<file path="src/rtl/imm_ext_pkg.sv">
// Shared definitions for immediate extension.
//   IMM_SEXT/IMM_ZEXT/IMM_UPPER/IMM_BRANCH : 2-bit mode encodings used by decode,
//                                            the control unit and the extend stage
//   width_ok()                             : legal width combination check
package imm_ext_pkg;

   localparam logic [1:0] IMM_SEXT   = 2'd0;
   localparam logic [1:0] IMM_ZEXT   = 2'd1;
   localparam logic [1:0] IMM_UPPER  = 2'd2;
   localparam logic [1:0] IMM_BRANCH = 2'd3;

   // A branch offset must fit after the shift, so the output needs room for
   // every input bit plus the shifted-in zeros.
   function automatic bit width_ok(input int in_w, input int out_w, input int br_shift);
      return (out_w >= in_w + br_shift);
   endfunction

endpackage

</file>
<file path="src/rtl/imm_ext_core.sv">
// Combinational immediate extension.
//   in_imm  [IN_W]  : raw immediate
//   in_mode [2]     : IMM_SEXT / IMM_ZEXT / IMM_UPPER / IMM_BRANCH
//   out_imm [OUT_W] : extended immediate
module imm_ext_core
   import imm_ext_pkg::*;
#(
   parameter int IN_W     = 16,
   parameter int OUT_W    = 32,
   parameter int BR_SHIFT = 2
) (
   input  logic [IN_W-1:0]  in_imm,
   input  logic [1:0]       in_mode,
   output logic [OUT_W-1:0] out_imm
);

   logic [OUT_W-1:0] zx;
   logic [OUT_W-1:0] sx;

   // Size casts avoid a zero-width replication when OUT_W == IN_W.
   assign zx = OUT_W'(in_imm);
   assign sx = OUT_W'($signed(in_imm));

   always_comb begin
      out_imm = sx;
      unique case (in_mode)
         IMM_SEXT:   out_imm = sx;
         IMM_ZEXT:   out_imm = zx;
         // Shifting the OUT_W-wide value drops any bits above OUT_W.
         IMM_UPPER:  out_imm = zx << (OUT_W - IN_W);
         IMM_BRANCH: out_imm = sx << BR_SHIFT;
         default:    out_imm = sx;
      endcase
   end

endmodule

</file>
<file path="src/rtl/imm_extend_pipe.sv">
// Registered immediate-extension stage with a 2-entry skid buffer.
//   clk, rst_n           : clock, async active-low reset
//   flush                : synchronous discard of all held entries
//   in_valid/in_ready    : input handshake (in_ready is a flop output)
//   in_imm/in_mode/in_tag: immediate, extension mode, sideband tag
//   out_valid/out_ready  : output handshake
//   out_imm/out_tag      : extended immediate and its tag
module imm_extend_pipe
   import imm_ext_pkg::*;
#(
   parameter int IN_W     = 16,
   parameter int OUT_W    = 32,
   parameter int BR_SHIFT = 2,
   parameter int TAG_W    = 5
) (
   input  logic             clk,
   input  logic             rst_n,
   input  logic             flush,
   input  logic             in_valid,
   output logic             in_ready,
   input  logic [IN_W-1:0]  in_imm,
   input  logic [1:0]       in_mode,
   input  logic [TAG_W-1:0] in_tag,
   output logic             out_valid,
   input  logic             out_ready,
   output logic [OUT_W-1:0] out_imm,
   output logic [TAG_W-1:0] out_tag
);

   generate
      if (!width_ok(IN_W, OUT_W, BR_SHIFT)) begin : g_bad_width
         $error("imm_extend_pipe: OUT_W must be >= IN_W + BR_SHIFT");
      end
   endgenerate

   logic [OUT_W-1:0] ext_imm;

   imm_ext_core #(
      .IN_W    (IN_W),
      .OUT_W   (OUT_W),
      .BR_SHIFT(BR_SHIFT)
   ) u_core (
      .in_imm (in_imm),
      .in_mode(in_mode),
      .out_imm(ext_imm)
   );

   logic             main_v_q,   main_v_d;
   logic [OUT_W-1:0] main_imm_q, main_imm_d;
   logic [TAG_W-1:0] main_tag_q, main_tag_d;
   logic             skid_v_q,   skid_v_d;
   logic [OUT_W-1:0] skid_imm_q, skid_imm_d;
   logic [TAG_W-1:0] skid_tag_q, skid_tag_d;

   logic accept;
   logic main_free;

   assign accept    = in_valid && !skid_v_q;
   // Main can take new data if it is empty or its entry leaves this edge.
   assign main_free = !main_v_q || out_ready;

   always_comb begin
      main_v_d   = main_v_q;
      main_imm_d = main_imm_q;
      main_tag_d = main_tag_q;
      skid_v_d   = skid_v_q;
      skid_imm_d = skid_imm_q;
      skid_tag_d = skid_tag_q;
      if (flush) begin
         main_v_d = 1'b0;
         skid_v_d = 1'b0;
      end else if (main_free) begin
         if (skid_v_q) begin
            // Skid drains first; input was blocked since in_ready was low.
            main_v_d   = 1'b1;
            main_imm_d = skid_imm_q;
            main_tag_d = skid_tag_q;
            skid_v_d   = 1'b0;
         end else begin
            main_v_d = accept;
            if (accept) begin
               main_imm_d = ext_imm;
               main_tag_d = in_tag;
            end
         end
      end else if (accept) begin
         skid_v_d   = 1'b1;
         skid_imm_d = ext_imm;
         skid_tag_d = in_tag;
      end
   end

   always_ff @(posedge clk or negedge rst_n) begin
      if (!rst_n) begin
         main_v_q   <= 1'b0;
         main_imm_q <= '0;
         main_tag_q <= '0;
         skid_v_q   <= 1'b0;
         skid_imm_q <= '0;
         skid_tag_q <= '0;
      end else begin
         main_v_q   <= main_v_d;
         main_imm_q <= main_imm_d;
         main_tag_q <= main_tag_d;
         skid_v_q   <= skid_v_d;
         skid_imm_q <= skid_imm_d;
         skid_tag_q <= skid_tag_d;
      end
   end

   assign in_ready  = !skid_v_q;
   assign out_valid = main_v_q;
   assign out_imm   = main_imm_q;
   assign out_tag   = main_tag_q;

endmodule

</file>
<file path="config.mk">
export PLATFORM = sky130hd
export DESIGN_NAME = imm_extend_pipe
export DESIGN_NICKNAME = d
export VERILOG_FILES = /design/src/rtl/imm_ext_pkg.sv /design/src/rtl/imm_ext_core.sv /design/src/rtl/imm_extend_pipe.sv
export SDC_FILE = /design/constraint.sdc
export NUM_CORES = 1
export LEC_CHECK = 0
export ABC_AREA = 1
export ABC_CLOCK_PERIOD_IN_PS = 2050
export CAP_MARGIN = 10
export CORE_MARGIN = 2
export CORE_UTILIZATION = 35
export CTS_CLUSTER_DIAMETER = 50
export CTS_CLUSTER_SIZE = 14
export DETAILED_ROUTE_END_ITERATION = 16
export PLACE_DENSITY = 0.54
export SLEW_MARGIN = 20
export SYNTH_ARGS = -nofsm -noshare
export SYNTH_HDL_FRONTEND = slang
export SYNTH_SLANG_ARGS = --single-unit
export TNS_END_PERCENT = 100
</file>
<file path="constraint.sdc">
create_clock -name clk -period 2.05 [get_ports clk]
set_clock_uncertainty 0.05 [all_clocks]
set_input_delay 0.41 -clock clk [delete_from_list [all_inputs] [get_ports clk]]
set_output_delay 0.41 -clock clk [all_outputs]
set_load 0.02 [all_outputs]
</file>
======== Word-level counts from Yosys, hierarchy flattened ========
Index checks and enable logic that the tools add are counted.
storage, ports and cells
  bits in registers ....................... 76
  input bits .............................. 28
  output and inout port bits .............. 39
  word-level logic and storage cells ...... 32
cells by class
  equality and inequality tests ........... 3
  mux-type cells .......................... 11
  bitwise logic cells ..................... 2
  reduce and logical (&&, ||, !) cells .... 10
operators with widths
  kind                                                                    number
  32-bit case mux with 4 select lines                                     1
  32-bit two-way mux                                                      2
  5-bit two-way mux                                                       2
  1-bit two-way mux                                                       6
  3-bit AND reduction                                                     2
  2-bit equality test (second input constant)                             2
  2-bit nonzero test                                                      2
  3-bit nonzero test                                                      1
  2-bit by 1-bit equality test with 1-bit output (second input constant)  1
  1-bit logical NOT                                                       2
  2-bit logical NOT                                                       1
  1-bit inverter                                                          2
  1-bit logical AND                                                       1
  1-bit logical OR                                                        1

======== Depth between registers and ports, before layout ========
Gate-level depths: netlist (run 1).
  word-level depth ........................ 5
  depth in mapped cells ................... 8
  depth with buffers taken out ............ 6

======== Modules after synthesis ========
Synthesis (run 1) repeated with hierarchy kept, for this count alone.
unflattened totals
  cells, all modules ...................... 544
  area, all modules ....................... 3911.3 um^2
modules (own cells, without submodules)
  module           times used  cells an instance  area each (um^2)  sequential area each (um^2)
  imm_extend_pipe  1           456                3494.6            1901.8
  imm_ext_core     1           88                 416.6             0.0

======== Worst setup path after synthesis (run 1) ========
No wires, ideal clock.
  kind .................................... input-to-reg
  start point ............................. input in_mode[1]
  end point ............................... register skid_imm_q[21]
  library setup time ...................... 0.117 ns
  arrival ................................. 1.104 ns
  required time ........................... 1.883 ns
  setup slack ............................. 0.779 ns
  stages on the path ...................... 8
  path buffers ............................ 2
  cells stage by stage .................... buf_2 -> inv_2 -> nand2_1 -> nand3_2 -> buf_4 -> nand2_1 -> nand2_1 -> nand2_1
on the way
  word-level cells in the longest chain between the ends .. 2
  elaborated cells on any way between the ends .. 5
  those cells by class .................... 3 x eq/ne; 1 x mux; 1 x reduce/logical
RTL lines
  item                                               line                    source
  from (decl)                                        imm_extend_pipe.sv:22   input logic [1:0] in_mode,
  2-bit equality test, or another cell as far along  imm_ext_core.sv:26      unique case (in_mode)
  32-bit case mux with 4 select lines *              imm_ext_core.sv:26
  to (signal assigned)                               imm_extend_pipe.sv:106  skid_imm_q <= skid_imm_d;
  to (decl)                                          imm_extend_pipe.sv:52   logic [OUT_W-1:0] skid_imm_q, skid_imm_d;
Mark *: on every way between the ends. The rest lies on a longest branch, timed or not.
A chain may end at the register's enable or synchronous reset.

======== Final worst setup path (run 1) ========
  start point ............................. register main_v_q, in the netlist out_valid
  end point ............................... output out_valid
RTL lines
  item                    line                    source
  from (decl)             imm_extend_pipe.sv:48   logic main_v_q, main_v_d;
  from (signal assigned)  imm_extend_pipe.sv:102  main_v_q <= main_v_d;
  to (decl)               imm_extend_pipe.sv:24   output logic out_valid,
No word-level cell between the ends.

==> results.md, run 1 <==
- DR vias/cell: 4.84
- Xor and xnor fraction of the mapped netlist area: 0
- Post-CTS setup buffer count: 0
- Slowest cell delay on critical path: around 0.62 ns
- Hold Violations, Final: 0
- Count of final setup violators: 0
- Routability Congestion: between 0.8 and 0.9
- Yosys top cell by area: sky130_fd_sc_hd__dfrtp_1
- Synth Cell Area: ~0.0039 mm²
- Kind of path behind the tightest hold check: reg -> reg
- Run status: complete, no violations
- Via count of the first global-routing pass: 3223
- Synthesized area divided by synthesized cell count: approximately 7.5 µm²
- Clock buffers created by TritonCTS: 9
- Accumulated negative setup slack: 0 ns
- Final cycle utilization of the critical path: 0.877
- Mux share of post-synthesis cell area: 0
- Effective utilization at floorplan: 0.357
- Number of rows created at floorplan: 38
- Unrepaired setup endpoints after global routing: no
- Largest delay share family, worst path: buffers and inverters
- Top fanout value on the critical path: 3
- Synthesized netlist net count: 542
- Worst Path Buf+Inv: 1
- Leakage power: 2.54 nW
- Max-slew violation count: 0
- Total detailed-routing wirelength: between 9000 and 10000 µm
- Area added between synthesis and finish: 25.4%
- Number of instances in the synthesized netlist: 514
- Share of post-route cells with drive strength above 1: 0.0884
- Top routing layer in use: met4
- Arrival time at the worst endpoint: 1.34 ns
- Met3 routed wirelength: 485 µm
- X dimension of the die: 109 µm
- Num Clock Sinks: 76
- Detailed-route wire length on metal 1: roughly 4700 µm
- Power density over cell area: approximately 840 mW/mm²
- CP required: around 1.6 ns
- Basic-gate share of the synthesized area counting and, or, nand and nor cells: 0.384
- Met2 WL: between 4000 and 5000 µm
- Cell type of the slowest stage on the worst timing path: sky130_fd_sc_hd__clkdlybuf4s50_1
- Port buffer count: 66
- Clock tree from TritonCTS: yes
- Global-route usage over all layers: 0.177
- Area fraction in compound gates after synthesis: 0.0465
- First-iteration detailed-routing DRC count: 164
- DIE AREA: between 0.01 and 0.015 mm²
- Largest net degree at the start of global routing: 54
- Actual slew at the worst max-slew pin: about 0.60 ns
- Chip height: roughly 110 µm
- DRC violations left: 0
- Final standard cell area without fillers: approximately 0.0049 mm²
- Count of inserted antenna diode cells: 0
- Slew Limit Headroom: 0.597
- Ports: 67
- H-tree level count: 3
- Residual antenna-violating net count after detailed routing: 0
- Sequential area share after synthesis: 0.491
- Cell-by-cell listing of the critical path: clkdlybuf4s50_1
- Buffers from clock root to sink, at most: 2
- Time the worst path needs with I/O delays and setup: around 1.8 ns
- Sort of element at the end of the critical path: output port
- Antenna violations before repair: 0
- Library cell used as clock root buffer: sky130_fd_sc_hd__clkbuf_8
- Core Footprint: roughly 0.011 mm²
- Remaining global-route overflow: 0
- Worst supply voltage drop on vdd: approximately 0.27 mV
- Max Cap Viol: 0
- Net total in the final layout: 600
- Yosys reg bits: 76
- CTS clk-pin slew, worst paths: approximately 0.080 ns
- Skew-Pair Late Insertion Delay: 0.35 ns
- Detailed Routing Iterations Pass 1: 5
- Average wire per cell in the routed design: ~14 µm
- Crit Path Class: reg -> out
- Half-perimeter wire length after placement: 6570 µm
- Launching element type of the critical path: register
- Distinct cells, synth: 19
- Adder-cell share of the synthesized area: 0
- Max frequency: 0.556 GHz
- Synth warn: 0
- Most area-consuming cells after synthesis: sky130_fd_sc_hd__dfrtp_1, sky130_fd_sc_hd__nand2_1, sky130_fd_sc_hd__nand3_1, sky130_fd_sc_hd__nor2_1, sky130_fd_sc_hd__buf_2
- First-pass GRT wire length: 16400 µm
- Main combinational cell family by area after synthesis: simple AND/OR/NAND/NOR gates
- Area share of the largest cell type after synthesis: 0.491
- Placed instance area: roughly 0.0047 mm²
- Vias: around 3500
-- where the power goes --
part | switching [W] | internal (W) | total, W | leakage (nW)
registers | 0.000142 | 0.00181 | 0.00195 | 0.967
logic | 0.000599 | 0.000477 | 0.00108 | 1.48
clock network | 0.000577 | 0.000470 | 0.00105 | 0.0920
total | 0.00132 | 0.00275 | 0.00407 | 2.54
-- cells in the final DEF, fill, tap and decap left out --
| cell type | Yosys | layout |
|---|---|---|
| sky130_fd_sc_hd__nand4_1 | 15 | 15 |
| sky130_fd_sc_hd__nor2_8 | 1 | 1 |
| sky130_fd_sc_hd__buf_12 | 0 | 5 |
| sky130_fd_sc_hd__nand3_2 | 3 | 3 |
| sky130_fd_sc_hd__nand2_4 | 2 | 2 |
| sky130_fd_sc_hd__clkinv_4 | 0 | 2 |
| sky130_fd_sc_hd__clkdlybuf4s50_1 | 0 | 64 |
| sky130_fd_sc_hd__dlymetal6s2s_1 | 0 | 1 |
| sky130_fd_sc_hd__inv_6 | 1 | 1 |
| sky130_fd_sc_hd__clkbuf_8 | 0 | 10 |
| sky130_fd_sc_hd__nor2_4 | 2 | 2 |
| sky130_fd_sc_hd__buf_4 | 8 | 9 |
| sky130_fd_sc_hd__inv_2 | 4 | 4 |
| sky130_fd_sc_hd__o21ai_1 | 3 | 3 |
| sky130_fd_sc_hd__nor2_1 | 31 | 31 |
| sky130_fd_sc_hd__dfrtp_1 | 76 | 76 |
| sky130_fd_sc_hd__o21ai_0 | 19 | 19 |
| sky130_fd_sc_hd__nand2_1 | 235 | 235 |
| sky130_fd_sc_hd__o21ai_2 | 8 | 8 |
| sky130_fd_sc_hd__dlygate4sd3_1 | 0 | 1 |
| sky130_fd_sc_hd__nand3_1 | 60 | 60 |
| sky130_fd_sc_hd__inv_1 | 21 | 21 |
| sky130_fd_sc_hd__clkinvlp_4 | 0 | 1 |
| sky130_fd_sc_hd__clkinv_2 | 0 | 3 |
-- timing repair --
action,CTS,global route
endpoints found under the setup margin,0,1
endpoints found under the hold margin,34,0
hold buffers,1,0
resized for setup,0,1
-- layout make-up --
type | count | area (µm²)
fillers | 1133 | 5980
flip-flops and latches | 76 | 1900
multi-input cells | 379 | 1670
repair buffers | 80 | 831
well taps | 140 | 175
clock buffers | 10 | 138
inverters | 26 | 103
clock inverters | 6 | 40.0
-- worst paths after layout --
kind | startpoint | endpoint | slack, ns | cells past startpoint
min in group asynchronous | rst_n | out_tag[0] | 0.50 | 2
max | out_valid | out_valid | 0.25 | 1
min | out_imm[19] | out_imm[19] | 0.43 | 2
max in group asynchronous | rst_n | skid_imm_q[10] | 0.83 | 3
min reg2reg | out_imm[19] | out_imm[19] | 0.43 | 2
max reg2reg | skid_v_q | out_imm[7] | 0.52 | 5
-- per-layer routing --
layer  vias to the layer above  GRT usage
li1                       1737          -
met1                      1620      0.261
met2                        99      0.265
met3                        12     0.0275
met4                         0     0.0597
met5                         -          0
-- state kept, by name, indices dropped and copies added (netlist names) --
name        cells
out_valid       1
out_tag         5
out_imm        32
skid_tag_q      5
skid_v_q        1
skid_imm_q     32
-- per-stage QoR --
| stage | instances | setup WS [ns] | hold slack, ns | total power, W | util |
|---|---|---|---|---|---|
| after global routing | 717 | 0.207 | 0.451 | 0.00435 | 0.448 |
| after detailed placement | 700 | 0.0845 | 0.351 | 0.00306 | 0.430 |
| after floorplan | 514 | 0.779 | 0.0644 | 0.00258 | - |
| after CTS | 717 | 0.0308 | 0.430 | 0.00413 | 0.448 |
| final | 717 | 0.251 | 0.429 | 0.00407 | 0.448 |
| after global placement | 700 | 0.101 | 0.353 | 0.00304 | 0.430 |
-- cells in the mapped netlist (all sizes together) --
library cell and n:
clkbuf 3, dfrtp 76, buf 30, nand4 15
o21ai 30, nand2 237, nor2 34, nand3 63
inv 26
-- cells by family (layout without fill, tap and decap cells) --
| logic type | Yosys count | after routing |
|---|---|---|
| and+or+nand+nor | 349 | 349 |
| buffers and inverters | 59 | 122 |
| AOI/OAI and AO/OA | 30 | 30 |
| DFF | 76 | 76 |
No activity file was read; power rests on OpenSTA's default activity.
==> run 2: changes to the inputs <==
--- a/config.mk
+++ b/config.mk
@@ -6,7 +6,7 @@
 export NUM_CORES = 1
 export LEC_CHECK = 0
 export ABC_AREA = 1
-export ABC_CLOCK_PERIOD_IN_PS = 2050
+export ABC_CLOCK_PERIOD_IN_PS = 1700
 export CAP_MARGIN = 10
 export CORE_MARGIN = 2
 export CORE_UTILIZATION = 35
==> constraint.sdc (replaced) <==
create_clock -name clk -period 1.7 [get_ports clk]
set_clock_uncertainty 0.05 [all_clocks]
set_input_delay 0.34 -clock clk [delete_from_list [all_inputs] [get_ports clk]]
set_output_delay 0.34 -clock clk [all_outputs]
set_load 0.02 [all_outputs]
==> results.md, run 2 (synthesis results as in run 1) <==
- Leakage power: 2.76 nW (+8.7%)
- Area added between synthesis and finish: 27.7%
- Cell type of the slowest stage on the worst timing path: sky130_fd_sc_hd__dfrtp_1
- Clock tree from TritonCTS: yes
- Antenna violations before repair: 0 (unchanged)
- Largest net degree at the start of global routing: 45 (-17%)
- Remaining global-route overflow: 0 (unchanged)
- Skew-Pair Late Insertion Delay: 0.34 ns (about the same)
- Worst supply voltage drop on vdd: 0.385 mV (+40%)
- Crit Path Class: reg -> out
- Sequential cell area: 0.00190 mm² (unchanged)
- CP required: 1.31 ns (-0.28 ns)
- Via count of the first global-routing pass: 3353 (+4.0%)
- Max frequency: 0.623 GHz
- Ports: 67 (unchanged)
- Slack of the critical path: 0.0941 ns (-0.157 ns)
- Half-perimeter wire length after placement: 7030 µm (+7.0%)
- Residual antenna-violating net count after detailed routing: 0 (unchanged)
- Kind of path behind the tightest hold check: in -> async
- Top fanout value on the critical path: 3 (unchanged)
- Average wire per cell in the routed design: 13.9 µm (+0.95%)
- Num Clock Sinks: 76 (unchanged)
- Share of post-route cells with drive strength above 1: 0.105 (+0.0171)
- Count of final setup violators: 0 (unchanged)
- X dimension of the die: 109 µm (unchanged)
- Arrival time at the worst endpoint: 1.22 ns (-0.12 ns)
- Slowest cell delay on critical path: 0.44 ns (-0.18 ns)
- Filler cells: 1108 (-2.2%)
- Final core area utilization: 0.456 (+0.00808)
- Global-route usage over all layers: 0.181 (+0.00387)
- Hold Violations, Final: 0 (unchanged)
- Count of inserted antenna diode cells: 0 (unchanged)
- Clock buffers created by TritonCTS: 9 (unchanged)
- Launching element type of the critical path: register
- Cell-by-cell listing of the critical path: inv_6 -> dlygate4sd2_1
- Switching part of the total: 0.325 (+0.00153)
- Time the worst path needs with I/O delays and setup: approximately 1.6 ns
- DR vias/cell: 4.81 (-0.63%)
- Leading cell types in the layout, fill and taps excluded: sky130_fd_sc_hd__nand2_1, sky130_fd_sc_hd__dfrtp_1, sky130_fd_sc_hd__nand3_1, sky130_fd_sc_hd__dlygate4sd2_1, sky130_fd_sc_hd__nor2_1
- Vias: 3499 (+0.89%)
- Detailed Routing Iterations Pass 1: 5 (unchanged)
- Buffers from clock root to sink, at most: 2 (unchanged)
- Max-slew violation count: 0 (unchanged)
- Run status: complete, no violations
- Library cell used as clock root buffer: sky130_fd_sc_hd__clkbuf_8
- Internal portion of total power: 0.00336 W (+22%)
- Unrepaired setup endpoints after global routing: no
- Effective utilization at floorplan: 0.357 (unchanged)
- CTS clk-pin slew, worst paths: 0.09 ns (about the same)
- Largest delay share family, worst path: flip-flops
- Area of the multi-input gates: 0.00167 mm² (unchanged)
- Max Cap Viol: 0 (unchanged)
- Pre-CTS setup slack: -0.149 ns (-0.234 ns)
- Total detailed-routing wirelength: 10200 µm (+2.5%)
- Combinational share of power: 0.245 (-0.019)
- Routability Congestion: 0.813 (-1.8%)
- Share of power burned in the clock network: 0.283 (+0.026)
- Net total in the final layout: 611 (+1.8%)
- Most common cell after layout, fill and taps aside: sky130_fd_sc_hd__nand2_1
- Instance count on the critical path: 2 (+1)
- Number of rows created at floorplan: 38 (unchanged)
- Sequential share of power: 0.472 (-0.007)
- Slew Limit Headroom: 0.593 (-0.00399)
- Core Footprint: 0.0108 mm² (unchanged)
- DRC violations left: 0 (unchanged)
- DIE AREA: 0.0119 mm² (unchanged)
- H-tree level count: 3 (unchanged)
- Power density over cell area: 1010 mW/mm² (+20%)
- Post-CTS setup buffer count: 0 (unchanged)
- Port buffer count: 66 (unchanged)
- First-pass GRT wire length: 16700 µm (+1.9%)
- Worst Path Buf+Inv: 2 (+1)
- Actual slew at the worst max-slew pin: 0.610 ns (+0.00597 ns)
- Reported net switching power: 0.00162 W (+23%)
- Logic depth of the worst register-to-register path: 8 (+3)
- First-iteration detailed-routing DRC count: 196 (+20%)
- Final cycle utilization of the critical path: 0.945
- Chip height: 109 µm (unchanged)
- Sort of element at the end of the critical path: output port
==> run 2: cell types whose count changed in the layout (fill, tap and decap cells not counted), sizes merged <==
cell and delta:
clkdlybuf4s50 -38, clkbuf -1, bufinv +1, inv +2, buf +11, clkinvlp +2, clkinv -4, dlygate4sd2 +34
dlymetal6s2s +4
==> run 2: area by class of cell <==
class / count / area share
repair buffers: 91 / 0.181
inverters: 26 / 0.0208
clock buffers: 9 / 0.0251
flip-flops and latches: 76 / 0.385
multi-input cells: 379 / 0.337
well taps: 140 / 0.0354
clock inverters: 7 / 0.0152
==> run 2: final timing paths <==
check,from,to,slack [ns]
max,skid_v_q,in_ready,0.09
min,rst_n,skid_tag_q[2],0.29
max reg2reg,skid_v_q,out_imm[7],0.17
min reg2reg,out_imm[19],out_imm[19],0.43
max in group asynchronous,rst_n,out_imm[11],0.72
min in group clk,out_imm[19],out_imm[19],0.43
==> run 2: per-layer routing <==
metal / share of wire / GRT usage / vias to the layer above
met5: 0 / 0 / -
met4: 0.016 / 0.0606 / 0
met3: 0.053 / 0.0293 / 12
met2: 0.47 / 0.289 / 104
met1: 0.46 / 0.251 / 1616
li1: - / - / 1767
==> run 2: through the flow <==
step / power [W] / hold slack, ns / TNS [ns] / instances / area (µm²)
final: 0.00498 / 0.289 / 0 / 728 / 4940
after global routing: 0.00532 / 0.273 / 0 / 728 / 4940
after CTS: 0.00506 / 0.280 / 0 / 728 / 4930
after detailed placement: 0.00373 / 0.117 / -3.24 / 711 / 4760
after global placement: 0.00369 / 0.116 / -2.32 / 711 / 4760
after floorplan: 0.00311 / -0.00559 / 0 / 514 / 3870
==> run 2: what timing repair did <==
item	in CTS	in global routing
gates resized for setup	34	6
hold buffers	1	0
endpoints found under the setup margin	34	15
hold endpoints to repair	48	0
==> run 2: worst register-to-register path, cell delays in order, from the launching register on <==
cell                      delay [ns]
sky130_fd_sc_hd__dfrtp_1        0.44
sky130_fd_sc_hd__buf_6          0.28
sky130_fd_sc_hd__nor2_4         0.08
sky130_fd_sc_hd__nor2_4         0.10
sky130_fd_sc_hd__nand2_4        0.11
sky130_fd_sc_hd__inv_2          0.10
sky130_fd_sc_hd__buf_12         0.14
sky130_fd_sc_hd__nand3_1        0.10
sky130_fd_sc_hd__nand2_1        0.07
==> run 2: power by group through the flow <==
stage	logic (W)	registers (W)	clock network, W
after floorplan	0.000565	0.00255	0
after global placement	0.00130	0.00238	0
after detailed placement	0.00133	0.00240	0
after CTS	0.00125	0.00236	0.00145
after global routing	0.00137	0.00240	0.00155
final	0.00122	0.00235	0.00141
